## src/rtl/bsg_manycore_pkg.sv

```systemverilog
// Shared types for the manycore print path.
//
// Contents:
//   bsg_print_arb_state_e : lifecycle of the print arbiter
//     PRINT_ARB_RUN   - arbitration enabled
//     PRINT_ARB_DRAIN - every requester finished; waiting for the output register to empty
//     PRINT_ARB_DONE  - terminal until reset
package bsg_manycore_pkg;

    typedef enum logic [1:0] {
        PRINT_ARB_RUN   = 2'd0,
        PRINT_ARB_DRAIN = 2'd1,
        PRINT_ARB_DONE  = 2'd2
    } bsg_print_arb_state_e;

endpackage

```

## src/rtl/bsg_arb_round_robin.sv

```systemverilog
// Round-robin arbiter with a one-hot grant.
//
// The search starts at the priority pointer and wraps. The pointer moves to the
// slot after the winner only when yumi_i is asserted, so stalled cycles do not
// rotate priority. After reset, requester 0 has the highest priority.
//
// Ports:
//   clk_i, reset_n_i : clock, async active-low reset
//   reqs_i           : per-requester request
//   en_i             : when low, no grant is produced
//   yumi_i           : grant consumed this cycle (must only be high with a grant)
//   grant_o          : one-hot grant, combinational from reqs_i/en_i
//   grant_id_o       : index of the granted requester (0 when no grant)
module bsg_arb_round_robin #(
    parameter int num_req_p = 4
) (
    input  logic                         clk_i,
    input  logic                         reset_n_i,
    input  logic [num_req_p-1:0]         reqs_i,
    input  logic                         en_i,
    input  logic                         yumi_i,
    output logic [num_req_p-1:0]         grant_o,
    output logic [$clog2(num_req_p)-1:0] grant_id_o
);

    localparam int id_width_lp = $clog2(num_req_p);
    localparam logic [id_width_lp-1:0] last_id_lp = id_width_lp'(num_req_p - 1);

    logic [id_width_lp-1:0] ptr_q, ptr_d;
    logic [id_width_lp-1:0] idx;
    logic                   found;

    // NOTE: every variable written in an always_comb gets a default first, so
    // no path leaves it unassigned and no latch is inferred.
    always_comb begin
        grant_o    = '0;
        grant_id_o = '0;
        found      = 1'b0;
        idx        = '0;
        for (int k = 0; k < num_req_p; k++) begin
            idx = id_width_lp'((int'(ptr_q) + k) % num_req_p);
            if (en_i && !found && reqs_i[idx]) begin
                grant_o[idx] = 1'b1;
                grant_id_o   = idx;
                found        = 1'b1;
            end
        end
    end

    always_comb begin
        ptr_d = ptr_q;
        if (yumi_i) begin
            ptr_d = (grant_id_o == last_id_lp) ? '0 : grant_id_o + id_width_lp'(1);
        end
    end

    // NOTE: state registers use non-blocking assignments so every flop samples
    // its pre-edge inputs regardless of statement order.
    always_ff @(posedge clk_i or negedge reset_n_i) begin
        if (!reset_n_i) begin
            ptr_q <= '0;
        end else begin
            ptr_q <= ptr_d;
        end
    end

endmodule

```

## src/rtl/bsg_manycore_print_arbiter.sv

```systemverilog
// Print arbiter: merges print packets from num_req_p requesters into one
// single-entry output register, round-robin, one packet per cycle.
//
// A requester whose granted packet carries finish_code_p is marked finished
// (sticky) and excluded from further arbitration; the finish packet itself is
// still forwarded. When every requester has finished the block drains its
// output register and then raises done_o permanently until reset.
//
// Ports:
//   clk_i, reset_n_i : clock, async active-low reset
//   req_v_i          : per-requester packet valid
//   req_addr_i       : per-requester address, requester i in slice i
//   req_data_i       : per-requester data, requester i in slice i
//   req_yumi_o       : one-hot consume, combinational from req_v_i
//   out_v_o          : output packet valid
//   out_addr_o       : output address
//   out_data_o       : output data
//   out_id_o         : source requester of the output packet
//   out_ready_i      : sink ready; transfer when out_v_o & out_ready_i
//   finished_o       : per-requester finished flags
//   done_o           : all requesters finished and output drained
module bsg_manycore_print_arbiter
    import bsg_manycore_pkg::*;
#(
    parameter int                    num_req_p     = 4,
    parameter int                    addr_width_p  = 32,
    parameter int                    data_width_p  = 32,
    parameter logic [data_width_p-1:0] finish_code_p = data_width_p'(32'hCAFE_C0DE)
) (
    input  logic                              clk_i,
    input  logic                              reset_n_i,
    input  logic [num_req_p-1:0]              req_v_i,
    input  logic [num_req_p*addr_width_p-1:0] req_addr_i,
    input  logic [num_req_p*data_width_p-1:0] req_data_i,
    output logic [num_req_p-1:0]              req_yumi_o,
    output logic                              out_v_o,
    output logic [addr_width_p-1:0]           out_addr_o,
    output logic [data_width_p-1:0]           out_data_o,
    output logic [$clog2(num_req_p)-1:0]      out_id_o,
    input  logic                              out_ready_i,
    output logic [num_req_p-1:0]              finished_o,
    output logic                              done_o
);

    localparam int id_width_lp = $clog2(num_req_p);

    bsg_print_arb_state_e state_q, state_d;

    logic [num_req_p-1:0]    finished_q, finished_d;
    logic                    out_v_q, out_v_d;
    logic [addr_width_p-1:0] out_addr_q, out_addr_d;
    logic [data_width_p-1:0] out_data_q, out_data_d;
    logic [id_width_lp-1:0]  out_id_q, out_id_d;

    logic [num_req_p-1:0]    grant;
    logic [id_width_lp-1:0]  grant_id;
    logic                    grant_v;
    logic                    xfer;
    logic                    load_ok;
    logic                    arb_en;
    logic [addr_width_p-1:0] sel_addr;
    logic [data_width_p-1:0] sel_data;
    logic                    sel_finish;

    assign xfer    = out_v_q & out_ready_i;
    // The register can accept a new packet when empty or emptying this cycle.
    assign load_ok = ~out_v_q | out_ready_i;
    // Reset gates the grant combinationally so no yumi escapes while held in reset.
    assign arb_en  = reset_n_i & (state_q == PRINT_ARB_RUN) & load_ok;

    bsg_arb_round_robin #(
        .num_req_p(num_req_p)
    ) rr (
        .clk_i     (clk_i),
        .reset_n_i (reset_n_i),
        .reqs_i    (req_v_i & ~finished_q),
        .en_i      (arb_en),
        .yumi_i    (grant_v),
        .grant_o   (grant),
        .grant_id_o(grant_id)
    );

    assign grant_v    = |grant;
    assign req_yumi_o = grant;

    always_comb begin
        sel_addr = '0;
        sel_data = '0;
        for (int i = 0; i < num_req_p; i++) begin
            if (grant[i]) begin
                sel_addr = req_addr_i[i*addr_width_p +: addr_width_p];
                sel_data = req_data_i[i*data_width_p +: data_width_p];
            end
        end
    end

    assign sel_finish = (sel_data == finish_code_p);

    always_comb begin
        out_v_d    = out_v_q;
        out_addr_d = out_addr_q;
        out_data_d = out_data_q;
        out_id_d   = out_id_q;
        finished_d = finished_q;
        if (grant_v) begin
            out_v_d    = 1'b1;
            out_addr_d = sel_addr;
            out_data_d = sel_data;
            out_id_d   = grant_id;
            if (sel_finish) begin
                finished_d = finished_q | grant;
            end
        end else if (xfer) begin
            out_v_d = 1'b0;
        end
    end

    // DRAIN is entered on the same edge that captures the last finish packet,
    // so DONE follows on the first cycle the register is observed empty.
    always_comb begin
        state_d = state_q;
        unique case (state_q)
            PRINT_ARB_RUN:   if (&finished_d) state_d = PRINT_ARB_DRAIN;
            PRINT_ARB_DRAIN: if (!out_v_q)    state_d = PRINT_ARB_DONE;
            PRINT_ARB_DONE:  state_d = PRINT_ARB_DONE;
            default:         state_d = PRINT_ARB_RUN;
        endcase
    end

    always_ff @(posedge clk_i or negedge reset_n_i) begin
        if (!reset_n_i) begin
            state_q    <= PRINT_ARB_RUN;
            finished_q <= '0;
            out_v_q    <= 1'b0;
            out_addr_q <= '0;
            out_data_q <= '0;
            out_id_q   <= '0;
        end else begin
            state_q    <= state_d;
            finished_q <= finished_d;
            out_v_q    <= out_v_d;
            out_addr_q <= out_addr_d;
            out_data_q <= out_data_d;
            out_id_q   <= out_id_d;
        end
    end

    assign out_v_o    = out_v_q;
    assign out_addr_o = out_addr_q;
    assign out_data_o = out_data_q;
    assign out_id_o   = out_id_q;
    assign finished_o = finished_q;
    assign done_o     = (state_q == PRINT_ARB_DONE);

endmodule

```

## config.mk

```make
export PLATFORM = sky130hd
export DESIGN_NAME = bsg_manycore_print_arbiter
export DESIGN_NICKNAME = d
export VERILOG_FILES = /design/src/rtl/bsg_manycore_pkg.sv /design/src/rtl/bsg_arb_round_robin.sv /design/src/rtl/bsg_manycore_print_arbiter.sv
export SDC_FILE = /design/constraint.sdc
export NUM_CORES = 1
export LEC_CHECK = 0
export CAP_MARGIN = 10
export CORE_AREA = 3 3 132 134
export DETAILED_ROUTE_END_ITERATION = 8
export DIE_AREA = 0 0 135 137
export HOLD_SLACK_MARGIN = 0.08
export PLACE_DENSITY_LB_ADDON = 0.25
export SLEW_MARGIN = 40
export SYNTH_ARGS = -nofsm -noshare
export SYNTH_HDL_FRONTEND = slang
export SYNTH_SLANG_ARGS = --single-unit
```

## constraint.sdc

```tcl
create_clock -name clk_i -period 4.16 [get_ports clk_i]
set_clock_uncertainty 0.2 [all_clocks]
set_input_delay 0.416 -clock clk_i [delete_from_list [all_inputs] [get_ports clk_i]]
set_output_delay 0.416 -clock clk_i [all_outputs]
set_load 0.005 [all_outputs]
```

After elaboration in Yosys (flattened, before gate mapping)
Cells that the tools add are included.
{"block": "totals", "regBits": 75, "input_bits": 263, "out_inout_bits": 76, "word_cells": 98}
{"block": "op_classes", "add_sub_neg": 4, "n_lt_le_gt_ge": 8, "eq_ne": 6, "mux": 43, "n_bitwise": 11, "reduce_logical": 19}
{"cell": "2-to-1 mux 32 bit", "n": 8}
{"cell": "equality test 32 bit, second input constant", "n": 1}
{"cell": "2-to-1 mux 4 bit", "n": 6}
{"cell": "bitwise OR 4 bit", "n": 4}
{"cell": "2-to-1 mux 2 bit", "n": 7}
{"cell": "2-to-1 mux 1 bit", "n": 13}
{"cell": "less-than comparator 2 x 3 -> 1 bit, second input constant", "n": 4}
{"cell": "logical AND 1 bit", "n": 11}
{"cell": "binary-select mux 1 bit (select 2 bit)", "n": 4}
{"cell": "demux 1 bit (select 2 bit)", "n": 4}
{"cell": "greater-or-equal comparator 2 x 1 -> 1 bit, second input constant", "n": 4}
{"cell": "one-hot mux 2 bit (3 select lines)", "n": 1}
{"cell": "adder 2 x 1 -> 2 bit, second input constant", "n": 2}
{"cell": "adder 2 bit, second input constant", "n": 2}
{"cell": "bitwise AND 4 bit", "n": 1}
{"cell": "equality test 2 bit, second input constant", "n": 2}
{"cell": "inverter 4 bit", "n": 1}
{"cell": "AND reduction 4 bit", "n": 1}
{"cell": "OR reduction 4 bit", "n": 1}
{"cell": "bitwise AND 1 bit", "n": 3}
{"cell": "zero test 1 bit", "n": 3}
{"cell": "equality test 2 x 1 -> 1 bit, second input constant", "n": 1}
{"cell": "zero test 2 bit", "n": 1}
{"cell": "!= test 2 x 1 -> 1 bit, second input constant", "n": 1}
{"cell": "5 further kinds", "n": 5}

Logic depth before layout (Yosys ltp)
{"block": "logic_depth", "ltp_word": 28, "ltp_mapped": 19}

By module
A second synthesis with hierarchy kept.
{"block": "hier_totals", "cells_unflattened": 508, "hier_area_um2": 4695.8}
{"module": "bsg_manycore_print_arbiter", "n_inst": 1, "cells_per_inst": 430, "area_each_um2": 4030.1}
{"module": "bsg_arb_round_robin", "n_inst": 1, "cells_per_inst": 78, "area_each_um2": 665.6}

Worst setup path before layout
Ideal clock, no wire load.
{"block": "synth_timing", "kind": "register to register", "from": "register rr.ptr_q[1]", "to": "register state_q[0]", "arrival_ns": 4.028, "required_time_ns": 3.873, "setup_slack_ns": -0.155, "path_stages_with_launch": 18, "path_cell_list": "dfrtp_1 inv_1 ha_1 nand2b_1 o22ai_1 a21o_1 a221oi_2 a21o_1 buf_6 clkinv_2 buf_6 a211oi_1 a22oi_1 a2111o_1 nor4_4 a41oi_1 or4_1 o211ai_1"}
{"block": "synth_between", "elab_chain_cells": 26, "elab_cells_between_ends": 63}
{"item": "from (decl)", "line": "bsg_arb_round_robin.sv:29", "source": "logic [id_width_lp-1:0] ptr_q, ptr_d;"}
{"item": "from (signal assigned)", "line": "bsg_arb_round_robin.sv:63", "source": "ptr_q <= ptr_d;"}
{"item": "parallel branches: the longest is 15 deep, another holds less-than comparator 2 x 3 -> 1 bit"}
{"item": "2-to-1 mux 4 bit *", "line": "bsg_arb_round_robin.sv:42", "source": "if (en_i && !found && reqs_i[idx]) begin"}
{"item": "2-to-1 mux 32 bit (4 in a row)", "line": "bsg_manycore_print_arbiter.sv:90", "source": "if (grant[i]) begin"}
{"item": "equality test 32 bit", "line": "bsg_manycore_print_arbiter.sv:97", "source": "assign sel_finish = (sel_data == finish_code_p);"}
{"item": "2-to-1 mux 4 bit", "line": "bsg_manycore_print_arbiter.sv:110", "source": "if (sel_finish) begin"}
{"item": "2-to-1 mux 4 bit *", "line": "bsg_manycore_print_arbiter.sv:105", "source": "if (grant_v) begin"}
{"item": "AND reduction 4 bit *", "line": "bsg_manycore_print_arbiter.sv:123", "source": "PRINT_ARB_RUN: if (&finished_d) state_d = PRINT_ARB_DRAIN;"}
{"item": "!= test 2 x 1 -> 1 bit (no source line) *"}
{"item": "AND reduction 2 bit (no source line) *"}
{"item": "to (signal assigned)", "line": "bsg_manycore_print_arbiter.sv:139", "source": "state_q <= state_d;"}
{"item": "to (decl)", "line": "bsg_manycore_print_arbiter.sv:47", "source": "bsg_print_arb_state_e state_q, state_d;"}
Every way passes the cells marked *. The select of a mux whose other input is x is not followed.
A chain may end at the register's enable or synchronous reset.

Worst setup path after layout
{"block": "layout_timing", "from": "register finished_q[3], in the netlist finished_o[3]", "to": "register state_q[0]"}
{"block": "layout_between", "elab_chain_cells": 28, "elab_cells_between_ends": 42}
{"item": "from (decl)", "line": "bsg_manycore_print_arbiter.sv:49", "source": "logic [num_req_p-1:0] finished_q, finished_d;"}
{"item": "from (signal assigned)", "line": "bsg_manycore_print_arbiter.sv:140", "source": "finished_q <= finished_d;"}
{"item": "inverter 4 bit", "line": "bsg_manycore_print_arbiter.sv:76", "source": ".reqs_i (req_v_i & ~finished_q),"}
{"item": "bitwise AND 4 bit", "line": "bsg_manycore_print_arbiter.sv:76"}
{"item": "binary-select mux 1 bit (select 2 bit)", "line": "bsg_arb_round_robin.sv:42"}
{"item": "2-to-1 mux 1 bit (implied by the code)", "line": "bsg_arb_round_robin.sv:42"}
{"item": "logical AND 1 bit", "line": "bsg_arb_round_robin.sv:42"}
{"item": "2-to-1 mux 1 bit", "line": "bsg_arb_round_robin.sv:42"}
{"item": "zero test 1 bit", "line": "bsg_arb_round_robin.sv:42"}
{"item": "logical AND 1 bit (2 in a row)", "line": "bsg_arb_round_robin.sv:42"}
{"item": "(+8 left out)"}
{"item": "2-to-1 mux 4 bit", "line": "bsg_arb_round_robin.sv:42"}
{"item": "2-to-1 mux 32 bit (4 in a row)", "line": "bsg_manycore_print_arbiter.sv:90"}
{"item": "equality test 32 bit", "line": "bsg_manycore_print_arbiter.sv:97"}
{"item": "2-to-1 mux 4 bit", "line": "bsg_manycore_print_arbiter.sv:110"}
{"item": "2-to-1 mux 4 bit *", "line": "bsg_manycore_print_arbiter.sv:105"}
{"item": "AND reduction 4 bit *", "line": "bsg_manycore_print_arbiter.sv:123"}
{"item": "!= test 2 x 1 -> 1 bit (no source line) *"}
{"item": "AND reduction 2 bit (no source line) *"}
Mark *: on every way between the ends. The rest lies on a longest branch, timed or not. The select of a mux whose other input is x is not followed.

==> reports/qor.txt <==
Synth area leader: dfrtp_1
final setup violation count: 2
drt total wl: 27000 um
# DRC: 0
first-pass GRT wire length: 38900 um
failing checks: setup timing
# fillers: 1372
number of global-route vias before repair: 6548
Least-Margin Pin Slew: 0.657 ns
Power per Cell Area: 686 nW/um^2
die area: 18500 sq um
final instance area: 10200 sq um
Synth Instances: 579
P_leak: 4.22 nW
post-synthesis simple-gate area fraction: 12.9%
Port Buffer Count: 338
CP Capture Type: flip-flop
I/O Pins: 339
multiplexer share of the synthesized area: 2.69%
Hold Path Depth: 1
Mapped Area: 5210 sq um
CTS tree: built
multi-input logic area: 3290 sq um
sequential area share after synthesis: 36.0%
status: complete, but fails checks
Worst EP required: 4.22 ns
Synth Area in XOR/XNOR: 0%
Worst EP arrival: 4.45 ns
RSZ-0062 raised after global routing: yes
clk buf depth: 2
Worst Hold Class: flip-flop to flip-flop
share of the synthesized area in the top cell type: 36.0%
largest net degree at the start of global routing: 59
antenna violations before repair: 2
Starting DRT DRC Count: 600
placed cells: 1173
peak supply drop: 400 uV
worst reg2reg path depth: 16
DP HPWL: 20100 um
Setup Slack @ Placement: -0.655 ns
Placed Area: 9410 sq um
Synth Area in Compound Gates: 39.0%
layout cells sized above 1: 19.8%
Seq cells post-synth: 75
Area Growth Syn to Fin: 96.4%
asr flop ratio synth: 100%
initial cell density of the core: 31.8%
setup total negative slack: -0.443 ns
Layout Cells excl Fill: 1221
adder-cell area share of the yosys netlist: 2.64%
Fmax achieved: 228 MHz
syn nets: 853
fin. max-slew vios: 0
fin crit period: 4.39 ns
clock-pin slew on the worst setup and hold paths: 0.06 ns
mean area per synthesized cell: 9.00 sq um
via count: 6759
Routed Antenna Nets: 0
count of final hold-check violations: 0
clk sinks: 75
CTS buffer count: 9
Critical Path Source Type: flip-flop
MaxCap Viol Count: 0
CP max FO: 17
clk_lat worst skew: 0.34 ns
row cnt: 47
Routability Congestion: 0.931
H-tree depth: 3
chip height: 137 um
DR WL/cell: 22.1 um
main combinational cell family by area after synthesis: compound AO/OA/AOI/OAI gates
gr usage total: 27.3%
fin crit share: 105%
Final Net Count: 1269
top_reg_cell synth: dfrtp_1
GRT overflow: 0
synth unique cells: 66
total core area: 16400 sq um
Reg area: 1880 sq um
worst setup path category: flip-flop to flip-flop
TritonRoute pass-1 iters: 6
yosys warns: 0
CTS root buf: clkbuf_16
synth top area cells: dfrtp_1, o21ai_0, a221o_1, a22oi_1, nand2_1
Post-synth EDFFs: 0
die width: 135 um
Final Power: 0.00703 W
via/cell ratio: 5.54
fin worst setup slack: -0.227 ns
Max-slew headroom: 56.2%
[cells in the final DEF (no fill, tap or decap), types with 4 or more instances in the layout]
cell type,instances
nor3_1,5
mux2_2,4
mux2i_1,4
o211ai_1,6
o21ai_0,91
clkinv_2,4
ha_1,10
buf_4,105
a22oi_1,37
a221o_1,44
buf_12,7
buf_6,7
nand2b_4,6
clkbuf_16,9
nand2b_1,4
a21oi_1,8
dlygate4sd2_1,4
inv_1,11
dfrtp_1,73
nand3_1,23
a22oi_2,10
nor2_1,18
a211oi_1,16
and3_1,7
nand4_1,7
a21o_1,19
nand2_1,42
clkdlybuf4s50_1,333
[cell usage after synthesis, drive strengths merged, types with 4 or more instances]
| cell | count |
|---|---|
| clkbuf | 30 |
| o21ai | 95 |
| a211oi | 21 |
| a21o | 20 |
| a22oi | 47 |
| o211ai | 6 |
| buf | 24 |
| inv | 15 |
| nand2b | 10 |
| ha | 11 |
| a31oi | 5 |
| a221o | 44 |
| nor2 | 18 |
| dfrtp | 75 |
| mux2i | 5 |
| nand3 | 24 |
| nand2 | 44 |
| a21oi | 9 |
| and3 | 7 |
| mux2 | 4 |
| nand4 | 7 |
| nor3 | 7 |
[layout make-up]
type | instances | share of cell area [%]
antenna | 2 | 0.0489
timing repair buffer | 459 | 43.2
inverter | 16 | 0.831
tap | 220 | 2.69
multi-input combinational | 434 | 32.1
sequential | 75 | 18.3
clock inverter | 6 | 0.562
clock buffer | 9 | 2.20
[cells by family (layout without fill, tap and decap cells)]
family	Yosys count	in the layout
adders and majority gates	11	11
DFF	75	75
muxes	11	11
other	0	2
AOI/OAI and AO/OA	280	280
and+or+nand+nor	132	132
buffers and inverters	70	490
[critical path, cell delays in order (launching register included)]
cell	delay (ns)
dfrtp_1	0.40
nand2b_4	0.15
buf_4	0.15
mux2_2	0.29
mux2i_1	0.42
a221o_1	0.25
o21ai_4	0.11
buf_12	0.18
buf_4	0.14
o21ai_0	0.31
a22oi_2	0.13
a21o_1	0.20
nor4_4	0.31
buf_4	0.20
a41oi_2	0.10
or4_4	0.56
o211ai_1	0.17
[per-layer routing]
metal	track usage, %	part of all wire [%]	vias to the layer above
li1	-	-	3111
met1	36.2	40	3286
met2	44.8	50	313
met3	4.96	6.8	49
met4	9.74	2.9	0
met5	0	0	-
[flip-flops by register name, summed over array words and instances, names as in the netlist]
register and count:
finished_o 4, state_q 2, out_addr_o 32, out_v_o 1, out_data_o 32, rr.ptr_q 2
out_id_o 2
[worst paths after layout]
| path | to | from | slack [ns] |
|---|---|---|---|
| worst max-delay path | state_q[0] | finished_o[3] | -0.23 |
| worst min-delay path | out_data_o[25] | out_data_o[25] | 0.27 |
| worst max register to register | state_q[0] | finished_o[3] | -0.23 |
| worst min register to register | out_data_o[25] | out_data_o[25] | 0.27 |
| max in group asynchronous | rr.ptr_q[1] | reset_n_i | 2.71 |
| min in group asynchronous | out_addr_o[12] | reset_n_i | 0.48 |
[where the power goes]
part | leakage [nW] | switching, W | internal, W
Clock | 0.141 | 0.000334 | 0.000457
Sequential | 0.909 | 0.000215 | 0.00111
Combinational | 3.17 | 0.00228 | 0.00262
Total | 4.22 | 0.00283 | 0.00419
[per-stage QoR]
step,hold WS (ns),util [%]
after CTS,0.280,61.1
after global routing,0.291,62.4
after floorplan,-0.0796,-
after global placement,0.257,57.3
final,0.273,62.4
after detailed placement,0.266,57.3
[timing repair]
item | in CTS | in global routing
pin swaps | 24 | 24
hold buffers | 1 | 0
gates cloned | 1 | 0
setup buffers | 17 | 12
endpoints found under the hold margin | 75 | 0
resized for setup | 37 | 23
setup endpoints to repair | 2 | 2
Note: power is estimated with default switching activity, not from simulation.
